## config.mk

```make
export PLATFORM = sky130hd
export DESIGN_NAME = sram_like_arbiter_flat
export DESIGN_NICKNAME = d
export VERILOG_FILES = /design/src/rtl/arb_pkg.sv /design/src/rtl/sram_like_arbiter_if.sv /design/src/rtl/sram_like_arbiter.sv /design/src/flat_wrapper.sv
export SDC_FILE = /design/constraint.sdc
export NUM_CORES = 1
export LEC_CHECK = 0
export BUFFER_PORTS_ARGS = -buffer_cell sky130_fd_sc_hd__buf_2
export CORE_AREA = 3 3 106 108
export DETAILED_ROUTE_END_ITERATION = 10
export DIE_AREA = 0 0 109 111
export SKIP_CTS_REPAIR_TIMING = 1
export SLEW_MARGIN = 30
export SYNTH_ARGS = -nofsm -noshare
export SYNTH_HDL_FRONTEND = slang
export SYNTH_SLANG_ARGS = --single-unit
```

## constraint.sdc

```tcl
create_clock -name clk -period 2.5 [get_ports clk]
set_clock_uncertainty 0.2 [all_clocks]
set_input_delay 0.5 -clock clk [delete_from_list [all_inputs] [get_ports clk]]
set_output_delay 0.5 -clock clk [all_outputs]
set_load 0.05 [all_outputs]
```

## src/rtl/arb_pkg.sv

```systemverilog
// Shared types for the SRAM-like port arbiter.
// State encoding, grant owners and access sizes.
package arb_pkg;

  typedef enum logic [1:0] {
    IDLE      = 2'd0,
    INST_WAIT = 2'd1,
    DATA_WAIT = 2'd2,
    DROP_WAIT = 2'd3
  } state_e;

  localparam logic GRANT_INST = 1'b0;
  localparam logic GRANT_DATA = 1'b1;

  localparam logic [1:0] SIZE_BYTE = 2'd0;
  localparam logic [1:0] SIZE_HALF = 2'd1;
  localparam logic [1:0] SIZE_WORD = 2'd2;

endpackage

```

## src/rtl/sram_like_arbiter_if.sv

```systemverilog
// Bundle of fetch, data and memory SRAM-like buses.
// slave is the arbiter view; master is the environment.
interface sram_like_arbiter_if #(
  parameter int ADDR_W = 32,
  parameter int DATA_W = 32
);
  logic              inst_req;
  logic [ADDR_W-1:0] inst_addr;
  logic              inst_addr_ok;
  logic              inst_data_ok;
  logic [DATA_W-1:0] inst_rdata;
  logic              inst_cancel;

  logic              data_req;
  logic              data_wr;
  logic [1:0]        data_size;
  logic [ADDR_W-1:0] data_addr;
  logic [DATA_W-1:0] data_wdata;
  logic              data_addr_ok;
  logic              data_data_ok;
  logic [DATA_W-1:0] data_rdata;

  logic              mem_req;
  logic              mem_wr;
  logic [1:0]        mem_size;
  logic [ADDR_W-1:0] mem_addr;
  logic [DATA_W-1:0] mem_wdata;
  logic              mem_addr_ok;
  logic              mem_data_ok;
  logic [DATA_W-1:0] mem_rdata;

  modport slave (
    input  inst_req, inst_addr, inst_cancel,
    output inst_addr_ok, inst_data_ok, inst_rdata,
    input  data_req, data_wr, data_size,
    input  data_addr, data_wdata,
    output data_addr_ok, data_data_ok, data_rdata,
    output mem_req, mem_wr, mem_size,
    output mem_addr, mem_wdata,
    input  mem_addr_ok, mem_data_ok, mem_rdata
  );

  modport master (
    output inst_req, inst_addr, inst_cancel,
    input  inst_addr_ok, inst_data_ok, inst_rdata,
    output data_req, data_wr, data_size,
    output data_addr, data_wdata,
    input  data_addr_ok, data_data_ok, data_rdata,
    input  mem_req, mem_wr, mem_size,
    input  mem_addr, mem_wdata,
    output mem_addr_ok, mem_data_ok, mem_rdata
  );
endinterface

```

## src/rtl/sram_like_arbiter.sv

```systemverilog
// Shares one SRAM-like memory port between fetch and data.
// One outstanding access; cancelled fetch responses are dropped.
module sram_like_arbiter
  import arb_pkg::*;
#(
  parameter int ADDR_W = 32,
  parameter int DATA_W = 32
) (
  input  logic                 clk,
  input  logic                 rst,
  sram_like_arbiter_if.slave   bus
);

  state_e state_q, state_d;
  logic   last_q, last_d;
  logic   hold_q, hold_d;
  logic   gnt_inst, gnt_data;

  // Grant, payload mux, handshake pulses and next state.
  // Outputs are blanked during reset and the cycle after it.
  always_comb begin
    state_d  = state_q;
    last_d   = last_q;
    hold_d   = 1'b0;
    gnt_inst = 1'b0;
    gnt_data = 1'b0;

    bus.mem_req      = 1'b0;
    bus.mem_wr       = 1'b0;
    bus.mem_size     = 2'd0;
    bus.mem_addr     = {ADDR_W{1'b0}};
    bus.mem_wdata    = {DATA_W{1'b0}};
    bus.inst_addr_ok = 1'b0;
    bus.inst_data_ok = 1'b0;
    bus.inst_rdata   = {DATA_W{1'b0}};
    bus.data_addr_ok = 1'b0;
    bus.data_data_ok = 1'b0;
    bus.data_rdata   = {DATA_W{1'b0}};

    // On a tie the side that did not win last time goes.
    gnt_data = bus.data_req &
      (!bus.inst_req || last_q == GRANT_INST);
    gnt_inst = bus.inst_req &
      (!bus.data_req || last_q == GRANT_DATA);

    if (!rst && !hold_q) begin
      unique case (state_q)
        IDLE: begin
          if (gnt_data) begin
            bus.mem_req   = 1'b1;
            bus.mem_wr    = bus.data_wr;
            bus.mem_size  = bus.data_size;
            bus.mem_addr  = bus.data_addr;
            bus.mem_wdata = bus.data_wdata;
            if (bus.mem_addr_ok) begin
              bus.data_addr_ok = 1'b1;
              last_d  = GRANT_DATA;
              state_d = DATA_WAIT;
            end
          end else if (gnt_inst) begin
            bus.mem_req  = 1'b1;
            bus.mem_size = SIZE_WORD;
            bus.mem_addr = bus.inst_addr;
            if (bus.mem_addr_ok) begin
              bus.inst_addr_ok = 1'b1;
              last_d  = GRANT_INST;
              state_d = bus.inst_cancel ?
                DROP_WAIT : INST_WAIT;
            end
          end
        end
        INST_WAIT: begin
          if (bus.mem_data_ok) begin
            state_d = IDLE;
            if (!bus.inst_cancel) begin
              bus.inst_data_ok = 1'b1;
              bus.inst_rdata   = bus.mem_rdata;
            end
          end else if (bus.inst_cancel) begin
            state_d = DROP_WAIT;
          end
        end
        DATA_WAIT: begin
          if (bus.mem_data_ok) begin
            bus.data_data_ok = 1'b1;
            bus.data_rdata   = bus.mem_rdata;
            state_d = IDLE;
          end
        end
        DROP_WAIT: begin
          if (bus.mem_data_ok) begin
            state_d = IDLE;
          end
        end
      endcase
    end
  end

  // State, fairness pointer and post-reset blanking flag.
  always_ff @(posedge clk) begin
    if (rst) begin
      state_q <= IDLE;
      last_q  <= GRANT_INST;
      hold_q  <= 1'b1;
    end else begin
      state_q <= state_d;
      last_q  <= last_d;
      hold_q  <= hold_d;
    end
  end

endmodule

```

## src/flat_wrapper.sv

```systemverilog
// flat-port wrapper written by rule: the top's interface ports become plain ports
module sram_like_arbiter_flat import arb_pkg::*;
#(
  parameter int ADDR_W = 32,
  parameter int DATA_W = 32
)
  (clk, rst, bus_inst_req, bus_inst_addr, bus_inst_cancel, bus_inst_addr_ok, bus_inst_data_ok, bus_inst_rdata, bus_data_req, bus_data_wr, bus_data_size, bus_data_addr, bus_data_wdata, bus_data_addr_ok, bus_data_data_ok, bus_data_rdata, bus_mem_req, bus_mem_wr, bus_mem_size, bus_mem_addr, bus_mem_wdata, bus_mem_addr_ok, bus_mem_data_ok, bus_mem_rdata);
  sram_like_arbiter_if #(.ADDR_W(ADDR_W), .DATA_W(DATA_W)) bus_i ();
  input  logic clk;
  input  logic rst;
  input wire logic [$bits(bus_i.inst_req)-1:0] bus_inst_req;
  input wire logic [$bits(bus_i.inst_addr)-1:0] bus_inst_addr;
  input wire logic [$bits(bus_i.inst_cancel)-1:0] bus_inst_cancel;
  output wire logic [$bits(bus_i.inst_addr_ok)-1:0] bus_inst_addr_ok;
  output wire logic [$bits(bus_i.inst_data_ok)-1:0] bus_inst_data_ok;
  output wire logic [$bits(bus_i.inst_rdata)-1:0] bus_inst_rdata;
  input wire logic [$bits(bus_i.data_req)-1:0] bus_data_req;
  input wire logic [$bits(bus_i.data_wr)-1:0] bus_data_wr;
  input wire logic [$bits(bus_i.data_size)-1:0] bus_data_size;
  input wire logic [$bits(bus_i.data_addr)-1:0] bus_data_addr;
  input wire logic [$bits(bus_i.data_wdata)-1:0] bus_data_wdata;
  output wire logic [$bits(bus_i.data_addr_ok)-1:0] bus_data_addr_ok;
  output wire logic [$bits(bus_i.data_data_ok)-1:0] bus_data_data_ok;
  output wire logic [$bits(bus_i.data_rdata)-1:0] bus_data_rdata;
  output wire logic [$bits(bus_i.mem_req)-1:0] bus_mem_req;
  output wire logic [$bits(bus_i.mem_wr)-1:0] bus_mem_wr;
  output wire logic [$bits(bus_i.mem_size)-1:0] bus_mem_size;
  output wire logic [$bits(bus_i.mem_addr)-1:0] bus_mem_addr;
  output wire logic [$bits(bus_i.mem_wdata)-1:0] bus_mem_wdata;
  input wire logic [$bits(bus_i.mem_addr_ok)-1:0] bus_mem_addr_ok;
  input wire logic [$bits(bus_i.mem_data_ok)-1:0] bus_mem_data_ok;
  input wire logic [$bits(bus_i.mem_rdata)-1:0] bus_mem_rdata;
  assign bus_i.inst_req = bus_inst_req;
  assign bus_i.inst_addr = bus_inst_addr;
  assign bus_i.inst_cancel = bus_inst_cancel;
  assign bus_inst_addr_ok = bus_i.inst_addr_ok;
  assign bus_inst_data_ok = bus_i.inst_data_ok;
  assign bus_inst_rdata = bus_i.inst_rdata;
  assign bus_i.data_req = bus_data_req;
  assign bus_i.data_wr = bus_data_wr;
  assign bus_i.data_size = bus_data_size;
  assign bus_i.data_addr = bus_data_addr;
  assign bus_i.data_wdata = bus_data_wdata;
  assign bus_data_addr_ok = bus_i.data_addr_ok;
  assign bus_data_data_ok = bus_i.data_data_ok;
  assign bus_data_rdata = bus_i.data_rdata;
  assign bus_mem_req = bus_i.mem_req;
  assign bus_mem_wr = bus_i.mem_wr;
  assign bus_mem_size = bus_i.mem_size;
  assign bus_mem_addr = bus_i.mem_addr;
  assign bus_mem_wdata = bus_i.mem_wdata;
  assign bus_i.mem_addr_ok = bus_mem_addr_ok;
  assign bus_i.mem_data_ok = bus_mem_data_ok;
  assign bus_i.mem_rdata = bus_mem_rdata;
  sram_like_arbiter #(.ADDR_W(ADDR_W), .DATA_W(DATA_W)) u_core (.clk(clk), .rst(rst), .bus(bus_i));
endmodule
```

## Yosys cells after proc, flatten, opt, wreduce, memory -nomap -nowiden

Index checks and enable logic that the tools add are counted.

- Latch bits: 0
- Logic and storage cells: 82
- Bits in read-only memories: 0
- Bits in writable memories: 0
- Bits of input ports: 138
- Memories: 0
- Bits in registers: 4
- Output and inout bits: 136

- Multiplexer cells: 54
- Order comparisons: 0
- Equal/unequal tests: 10
- Shift-type cells: 0
- $mul: 0
- Bitwise operators: 3
- Add/subtract/negate cells: 0
- Reduce and logical (&&, ||, !) cells: 12
- Divide/modulo/power cells: 0

Operators with widths:

| cell | number |
|---|---|
| $mux W32 | 14 |
| $mux W1 | 27 |
| $mux W2 | 12 |
| $ne A3 B3 Y1 const B | 3 |
| $pmux W2 S3 | 1 |
| $reduce_and A6 Y1 | 1 |
| $reduce_and A5 Y1 | 1 |
| $eq A2 B2 Y1 const B | 2 |
| $logic_not A1 Y1 | 4 |
| $ne A2 B2 Y1 const B | 2 |
| $ne A3 B1 Y1 const B | 1 |
| $and A1 B1 Y1 | 2 |
| $eq A2 B1 Y1 const B | 1 |
| $logic_not A2 Y1 | 1 |
| $logic_or A1 B1 Y1 | 2 |
| $ne A2 B1 Y1 const B | 1 |
| $reduce_bool A2 Y1 | 1 |
| $reduce_or A2 Y1 | 1 |
| $logic_and A1 B1 Y1 | 1 |
| $not A1 Y1 | 1 |

## Longest topological paths before layout

Gate-level depths: netlist (run 1).

- Word-level depth: 7
- Mapped depth: 6

## Worst setup path after synthesis (run 1)

Ideal clock, no wire load.

- Path type: input to output
- From: input port rst
- To: output port bus_data_addr_ok
- Cell stages on the path: 4
- Required time: 1800 ps
- Arrival: 2313 ps
- Buffers on the path: 1
- Path slack: -513 ps
- Path through: or3_1 or2_4 buf_6 nor3_1

- Longest elaborated chain between the ends: 3

Ends and longest elaborated chain:

| element | line | source |
|---|---|---|
| start, declared | flat_wrapper.sv:10 | `input logic rst;` |
| $logic_not A1 Y1 | sram_like_arbiter.sv:46 | `if (!rst && !hold_q) begin` |
| $logic_and A1 B1 Y1 | sram_like_arbiter.sv:46 |  |
| $mux W1 | sram_like_arbiter.sv:46 |  |
| end, declared | flat_wrapper.sv:22 | `output wire logic [$bits(bus_i.data_addr_ok)-1:0] bus_data_addr_ok;` |

Every way passes these cells.

## Worst setup path after layout (run 1)

- From: input port rst
- To: output port bus_mem_addr[7]

- Longest elaborated chain between the ends: 3

Ends and longest elaborated chain:

| element | line | source |
|---|---|---|
| $logic_not A1 Y1 | sram_like_arbiter.sv:46 |  |
| $logic_and A1 B1 Y1 | sram_like_arbiter.sv:46 |  |
| $mux W32 | sram_like_arbiter.sv:46 |  |
| end, declared | flat_wrapper.sv:28 | `output wire logic [$bits(bus_i.mem_addr)-1:0] bus_mem_addr;` |

Every way passes these cells.

==> impl_metrics.tcl, run 1 <==
set metrics [dict create \
    synth-compound-area-share_pct 22.4 \
    fp.coreArea_um2 10300 \
    hp-start "rst" \
    period_minus_slack_ps 2570 \
    mux_cell_area_share_after_synthesis_pct 0 \
    run_status "finished with violations" \
    numPlacedInstances 624 \
    rsz0062_at_grt "yes" \
    cp_slowest_cell "sky130_fd_sc_hd__or3_4" \
    die_width_um 109 \
    timing.critical_path.required_ps 1800 \
    critPathMaxStageDelay_ps 360 \
    synth_top_cell_area_share_pct 44.4 \
    crit_path_cell_trace "buf_6, or3_4, or2_4, buf_12, nor2_4, clkbuf_4" \
    setup.worst_path.class "primary input to primary output" \
    final.fill_count 982 \
    layout-drive-gt1-share_pct 80.8 \
    timing.critical_path.fanout_max 38 \
    post-route-cell-area_um2 4250 \
    vias 2661 \
    failed_checks "setup timing" \
    antenna_cells_inserted 0 \
    detail_route.wl_per_cell_um 15.1 \
    seq_area_frac_synth_pct 5.75 \
    min_path_type "primary input to flip-flop" \
    instances_no_fill 632 \
    synth_area_um2 1390 \
    drt-initial-drc-count 90 \
    rr_startpoint "u_core.state_q[1]$_SDFFE_PP0P_" \
    clkTransAtPathRegs_ps 30 \
    cts-htree-levels 1 \
    clock_sinks 4 \
    hold-path-cell-count 2 \
    viasPerCell 4.21 \
    report.final.hold_viol_count 0 \
    count_of_different_cell_masters_after_synthesis 25 \
    maximum_clock_frequency_mhz 389 \
    cap_violations 0 \
    route.detailed.drc 0 \
    synth_warnings 0 \
    synthToLayoutAreaGrowth_pct 205 \
    synth-edff-count 0 \
    power_leakage_nw 2.12 \
    max_slew.worst_pin.slew_ps 399 \
    routabilityCongestion 0.826 \
    clock_power_share_pct 17.3 \
    internal_power_w 0.000418 \
    floorplan.die_area_um2 12100 \
    die_h_um 111 \
    grt_overflow 0 \
    synthXorXnorAreaFrac_pct 0 \
    slew_violations 0 \
    source_to_sink_clock_delay_at_the_later_pin_of_the_worst_skew_pair_ps 220 \
    max-slew-margin-rel_pct 73.4 \
    grt.total_usage_pct 11.9 \
    std_cell_rows 37 \
    setup_slack_of_the_critical_path_after_layout_ps -70.0 \
    drt.antenna.violating_nets 0 \
    power.switching_fraction_pct 48.6 \
    netlist_top_cells_area "sky130_fd_sc_hd__and2_1, sky130_fd_sc_hd__a22oi_1, sky130_fd_sc_hd__nor2_1" \
    initial_core_util_pct 13.5 \
    ctsRootBufferMaster "sky130_fd_sc_hd__clkbuf_8" \
    dominantRegCellSynth "sky130_fd_sc_hd__dfxtp_1" \
    cts_tree "done" \
    wl_um 9560 \
    design.final.nets 636 \
    dp_hpwl_um 7060 \
    placement.io_buffers 273 \
    finalCritPeriodShare_pct 103 \
    power.switching_w 0.000395 \
    worst_path_arrival_time_ps 1870 \
    ir_drop_v 0.000127 \
    synthSimpleGateAreaFrac_pct 61.7 \
    postSynthAreaPerCell_um2 6.19 \
    grt_antenna_before_repair 0 \
    synth.cells.most_frequent "sky130_fd_sc_hd__and2_1, sky130_fd_sc_hd__nor2_1, sky130_fd_sc_hd__a22oi_1" \
    power_frac_seq_pct 9.0 \
    synth.ff_latch_count 4 \
    synth.largest_area_cell "sky130_fd_sc_hd__and2_1" \
    grt_first_pass_wirelength_um 11800 \
    syn_nets 363 \
    worst_path_dominant_cell_family "simple AND/OR/NAND/NOR gates" \
    vias_in_the_first_global_route 2352 \
    p_per_area_nw_per_um2 191 \
    yosys.cell_count.top_type "sky130_fd_sc_hd__and2_1" \
    detailedRoute.firstPassIterationCount 4 \
    cts_buffers 3 \
    post_synth_inst_count 225 \
    endpoint_kind "primary output" \
    worstSetupStartpointType "primary input" \
    cts-root-to-sink-buffers 2 \
    final_core_utilization_pct 41.1 \
    async_flop_share_pct 0 \
    grt_start_max_net_pins 39 \
    floorplan.io_pins 274 \
    worst_r2r_path_depth 5 \
    detailed_place.area_um2 3320 \
    setup-violations-final 74 \
    dominant_combinational_cell_family_by_area_after_synthesis "simple AND/OR/NAND/NOR gates" \
    timing.hold.worst_endpoint "u_core.hold_q$_DFF_P_" \
    yosys.area_share.adder_pct 0 \
    power.combinational.fraction_pct 73.8 \
    critical_path.n_buffers_inverters 3 \
    rr_endpoint "u_core.last_q$_SDFFE_PP0P_" \
    regToRegSetupSlack_ps 670 \
]
-- layout by cell type, fill, tap and decap left out --
| master | count |
|---|---|
| sky130_fd_sc_hd__dfxtp_2 | 1 |
| sky130_fd_sc_hd__nor2_1 | 6 |
| sky130_fd_sc_hd__o31ai_1 | 1 |
| sky130_fd_sc_hd__buf_8 | 48 |
| sky130_fd_sc_hd__and2_1 | 30 |
| sky130_fd_sc_hd__buf_2 | 157 |
| sky130_fd_sc_hd__inv_1 | 5 |
| sky130_fd_sc_hd__and2_4 | 30 |
| sky130_fd_sc_hd__nand2b_1 | 2 |
| sky130_fd_sc_hd__nor4_4 | 1 |
| sky130_fd_sc_hd__nor2_4 | 25 |
| sky130_fd_sc_hd__o32ai_1 | 1 |
| sky130_fd_sc_hd__buf_6 | 19 |
| sky130_fd_sc_hd__o21ai_0 | 2 |
| sky130_fd_sc_hd__a21oi_1 | 4 |
| sky130_fd_sc_hd__o311a_1 | 1 |
| sky130_fd_sc_hd__a22oi_1 | 32 |
| sky130_fd_sc_hd__nand2_1 | 6 |
| sky130_fd_sc_hd__a21boi_2 | 1 |
| sky130_fd_sc_hd__dfxtp_1 | 3 |
| sky130_fd_sc_hd__clkbuf_16 | 3 |
| sky130_fd_sc_hd__buf_4 | 25 |
| sky130_fd_sc_hd__buf_12 | 12 |
| sky130_fd_sc_hd__or3_4 | 1 |
| sky130_fd_sc_hd__nor3_1 | 1 |
| sky130_fd_sc_hd__a211oi_1 | 1 |
| sky130_fd_sc_hd__nor3_4 | 2 |
| sky130_fd_sc_hd__or2_4 | 1 |
| sky130_fd_sc_hd__clkbuf_8 | 3 |
| sky130_fd_sc_hd__clkbuf_4 | 24 |
| sky130_fd_sc_hd__nor2_2 | 9 |
| sky130_fd_sc_hd__and2_2 | 39 |
-- worst max path at each step --
stage               from                 end  slack [ps]  cells after the start
floorplan            rst    bus_inst_addr_ok        -130                      4
global placement     rst  bus_inst_rdata[28]        -110                      7
detailed placement   rst  bus_inst_rdata[25]        -140                      7
CTS                  rst  bus_inst_rdata[25]        -140                      7
global route         rst          bus_mem_wr         -90                      7
finish               rst     bus_mem_addr[7]         -70                      6
-- stage by stage --
step                worst slack [ps]  setup TNS, ps  hold slack (ps)  total power, W
finish                         -70.0          -1510              293        0.000813
global route                   -93.7          -5110              297        0.000859
CTS                             -136          -9860              312        0.000759
detailed placement              -136          -9990              376        0.000611
global placement                -111          -9010              356        0.000605
floorplan                       -130          -1350              306        0.000410
-- flip-flops by register name (all words and copies together), names as in the netlist --
name / flops
u_core.state_q: 2
u_core.hold_q: 1
u_core.last_q: 1
-- logic make-up after synthesis --
group,after synthesis
AND/OR/NAND/NOR,153
buffers and inverters,25
flip-flops,4
AO/OA/AOI/OAI,43
-- layer usage --
| metal | global-route usage, % | vias to the layer above | wire length, µm |
|---|---|---|---|
| met4 | 2.10 | 0 | 178 |
| li1 | - | 1283 | - |
| met2 | 24.0 | 153 | 5130 |
| met5 | 0 | - | 0 |
| met3 | 1.75 | 17 | 871 |
| met1 | 12.7 | 1208 | 3380 |
-- worst reg2reg max path, stage by stage (launching register included) --
cell and delay, ps:
sky130_fd_sc_hd__dfxtp_2 320, sky130_fd_sc_hd__or3_4 390, sky130_fd_sc_hd__or2_4 260, sky130_fd_sc_hd__buf_12 200
sky130_fd_sc_hd__o21ai_0 230, sky130_fd_sc_hd__o311a_1 170
-- power by group through the flow --
stage          registers (W)  logic [W]  clock network [W]
2_1_floorplan      0.0000727   0.000337                  0
3_3_place_gp       0.0000732   0.000532                  0
3_5_place_dp       0.0000732   0.000538                  0
4_1_cts            0.0000724   0.000539           0.000147
5_1_grt            0.0000735   0.000637           0.000149
6_report           0.0000731   0.000600           0.000140
-- area by class of cell --
class | count | area, µm² | share of cell area [%]
Clock buffer | 3 | 41.3 | 0.972
Inverter | 5 | 18.8 | 0.442
Multi-Input combinational cell | 196 | 1530 | 36.1
Sequential cell | 4 | 81.3 | 1.91
Tap cell | 136 | 170 | 4.01
Timing Repair Buffer | 288 | 2400 | 56.6
Note: power is estimated with default switching activity, not from simulation.
==> run 2, diff against run 1 <==
--- a/config.mk
+++ b/config.mk
@@ -6,9 +6,13 @@
 export NUM_CORES = 1
 export LEC_CHECK = 0
 export BUFFER_PORTS_ARGS = -buffer_cell sky130_fd_sc_hd__buf_2
-export CORE_AREA = 3 3 106 108
+export CELL_PAD_IN_SITES_DETAIL_PLACEMENT = 1
+export CELL_PAD_IN_SITES_GLOBAL_PLACEMENT = 1
+export CORE_ASPECT_RATIO = 0.5
+export CORE_MARGIN = 3
+export CORE_UTILIZATION = 13
 export DETAILED_ROUTE_END_ITERATION = 10
-export DIE_AREA = 0 0 109 111
+export PLACE_DENSITY_LB_ADDON = 0.1
 export SKIP_CTS_REPAIR_TIMING = 1
 export SLEW_MARGIN = 30
 export SYNTH_ARGS = -nofsm -noshare
==> run 2 against run 1 <==
  * The flow still finishes with violations (setup timing)
  * Global-route usage grew 0.69 points
  * Design area down 0.38%
  * Power grew 14%
  * Critical endpoint is now bus_mem_wdata[1]
  * Largest cell class unchanged
  * Die area fell by 0.19%
==> impl_metrics.tcl, run 2 (synthesis gave the netlist of run 1 again) <==
set metrics [dict create \
    run_status "finished with violations" \
    failed_checks "setup timing" \
    setup-violations-final 38 \
    cts-htree-levels 1 \
    vias_in_the_first_global_route 2470 \
    layout_top_registers "u_core.state_q x2, u_core.hold_q x1, u_core.last_q x1" \
    power_frac_seq_pct 7.8 \
    synthToLayoutAreaGrowth_pct 204 \
    finalCritPeriodShare_pct 101 \
    placement.io_buffers 273 \
    layout-drive-gt1-share_pct 81.4 \
    report.final.hold_viol_count 0 \
    cap_violations 0 \
    cts-root-to-sink-buffers 2 \
    grt_overflow 0 \
    antenna_cells_inserted 0 \
    largest_register_ffs 2 \
    die_h_um 79.2 \
    cts_buffers 3 \
    wl_um 9180 \
    setup_slack_of_the_critical_path_after_layout_ps -34.7 \
    internal_power_w 0.000519 \
    clkTransAtPathRegs_ps 30 \
    final.fill_count 1246 \
    floorplan.die_area_um2 12100 \
    initial_core_util_pct 13.5 \
    drt.antenna.violating_nets 0 \
    clock_sinks 4 \
    max_slew.worst_pin.slew_ps 305 \
    die_width_um 152 \
    p_per_area_nw_per_um2 219 \
    rsz0062_at_grt "yes" \
    drt-initial-drc-count 55 \
    floorplan.io_pins 274 \
    routabilityCongestion 0.721 \
    endpoint_kind "primary output" \
    viasPerCell 4.04 \
    power.switching_w 0.000407 \
    slew_violations 0 \
    detailed_place.area_um2 3250 \
    worstSetupStartpointType "primary input" \
    design.final.nets 641 \
    clock_power_share_pct 27.9 \
    worst_path_arrival_time_ps 1830 \
    timing.critical_path.required_ps 1800 \
    dp_hpwl_um 7130 \
    layout.cells.most_common "sky130_fd_sc_hd__buf_2" \
    maximum_clock_frequency_mhz 395 \
    ctsRootBufferMaster "sky130_fd_sc_hd__clkbuf_16" \
    post-route-cell-area_um2 4230 \
    detailedRoute.firstPassIterationCount 4 \
    std_cell_rows 26 \
    grt_antenna_before_repair 0 \
    min_path_type "primary input to flip-flop" \
    setup.worst_path.class "primary input to primary output" \
    power_leakage_nw 2.14 \
    fp.coreArea_um2 10300 \
    grt_start_max_net_pins 35 \
    layout.cells.most_common_list "sky130_fd_sc_hd__buf_2, sky130_fd_sc_hd__buf_6, sky130_fd_sc_hd__and2_2" \
    max-slew-margin-rel_pct 79.6 \
    final_core_utilization_pct 41.0 \
    power.combinational.fraction_pct 64.3 \
    top_register "u_core.state_q" \
    period_minus_slack_ps 2530 \
    cts_tree "done" \
    worst_hold_slack_ps 288 \
    source_to_sink_clock_delay_at_the_later_pin_of_the_worst_skew_pair_ps 230 \
    ir_drop_v 0.000174 \
    route.detailed.drc 0 \
    grt.total_usage_pct 12.6 \
    detail_route.wl_per_cell_um 14.3 \
    grt_first_pass_wirelength_um 12700 \
    power.switching_fraction_pct 43.9 \
    timing.critical_path.fanout_max 34 \
    power_w 0.000926 \
    vias 2591 \
]
## run 2: changes by cell type in the layout (fill, tap and decap cells not counted), sizes merged
cell,delta
buf,+23
clkbuf,-18
## run 2: worst paths after layout
check | slack [ps] | startpoint | cells after the start | endpoint
max | -30 | rst | 7 | bus_mem_wdata[1]
min | 290 | rst | 2 | u_core.hold_q$_DFF_P_
max reg2reg | 680 | u_core.state_q[1]$_SDFFE_PP0P_ | 4 | u_core.last_q$_SDFFE_PP0P_
min reg2reg | 380 | u_core.last_q$_SDFFE_PP0P_ | 2 | u_core.last_q$_SDFFE_PP0P_
## run 2: critical path, stage by stage
cell                     delay, ps
sky130_fd_sc_hd__buf_6          90
sky130_fd_sc_hd__or3_4         370
sky130_fd_sc_hd__or2_4         270
sky130_fd_sc_hd__nor2_4        110
sky130_fd_sc_hd__buf_12        170
sky130_fd_sc_hd__and2_2        170
sky130_fd_sc_hd__buf_6         150
## run 2: final cells by class
class                      instances  area (µm²)  share of cell area (%)
sequential                         4        80.1                    1.89
multi-input combinational        196        1530                    36.1
clock buffer                       3        75.1                    1.77
tap                              140         175                    4.14
inverter                           5        18.8                   0.444
timing repair buffer             293        2350                    55.6
## run 2: through the flow
stage | instances | setup slack (ps) | TNS [ps]
2_1_floorplan | 225 | -130 | -1350
6_report | 641 | -34.7 | -699
4_1_cts | 636 | -177 | -12250
3_5_place_dp | 633 | -166 | -11440
3_3_place_gp | 633 | -152 | -11090
5_1_grt | 641 | -84.0 | -3860
## run 2: power groups by stage
| stage | logic [W] | clock network (W) | registers, W |
|---|---|---|---|
| floorplan | 0.000337 | 0 | 0.0000727 |
| global placement | 0.000527 | 0 | 0.0000732 |
| detailed placement | 0.000527 | 0 | 0.0000731 |
| CTS | 0.000529 | 0.000263 | 0.0000722 |
| global route | 0.000639 | 0.000267 | 0.0000730 |
| finish | 0.000596 | 0.000258 | 0.0000725 |
## run 2: layer usage
metal  track usage [%]  part of all wire [%]
met1              14.5                    38
met5                 0                     0
met2              24.1                    55
met3              2.23                   6.0
met4              3.82                   1.4
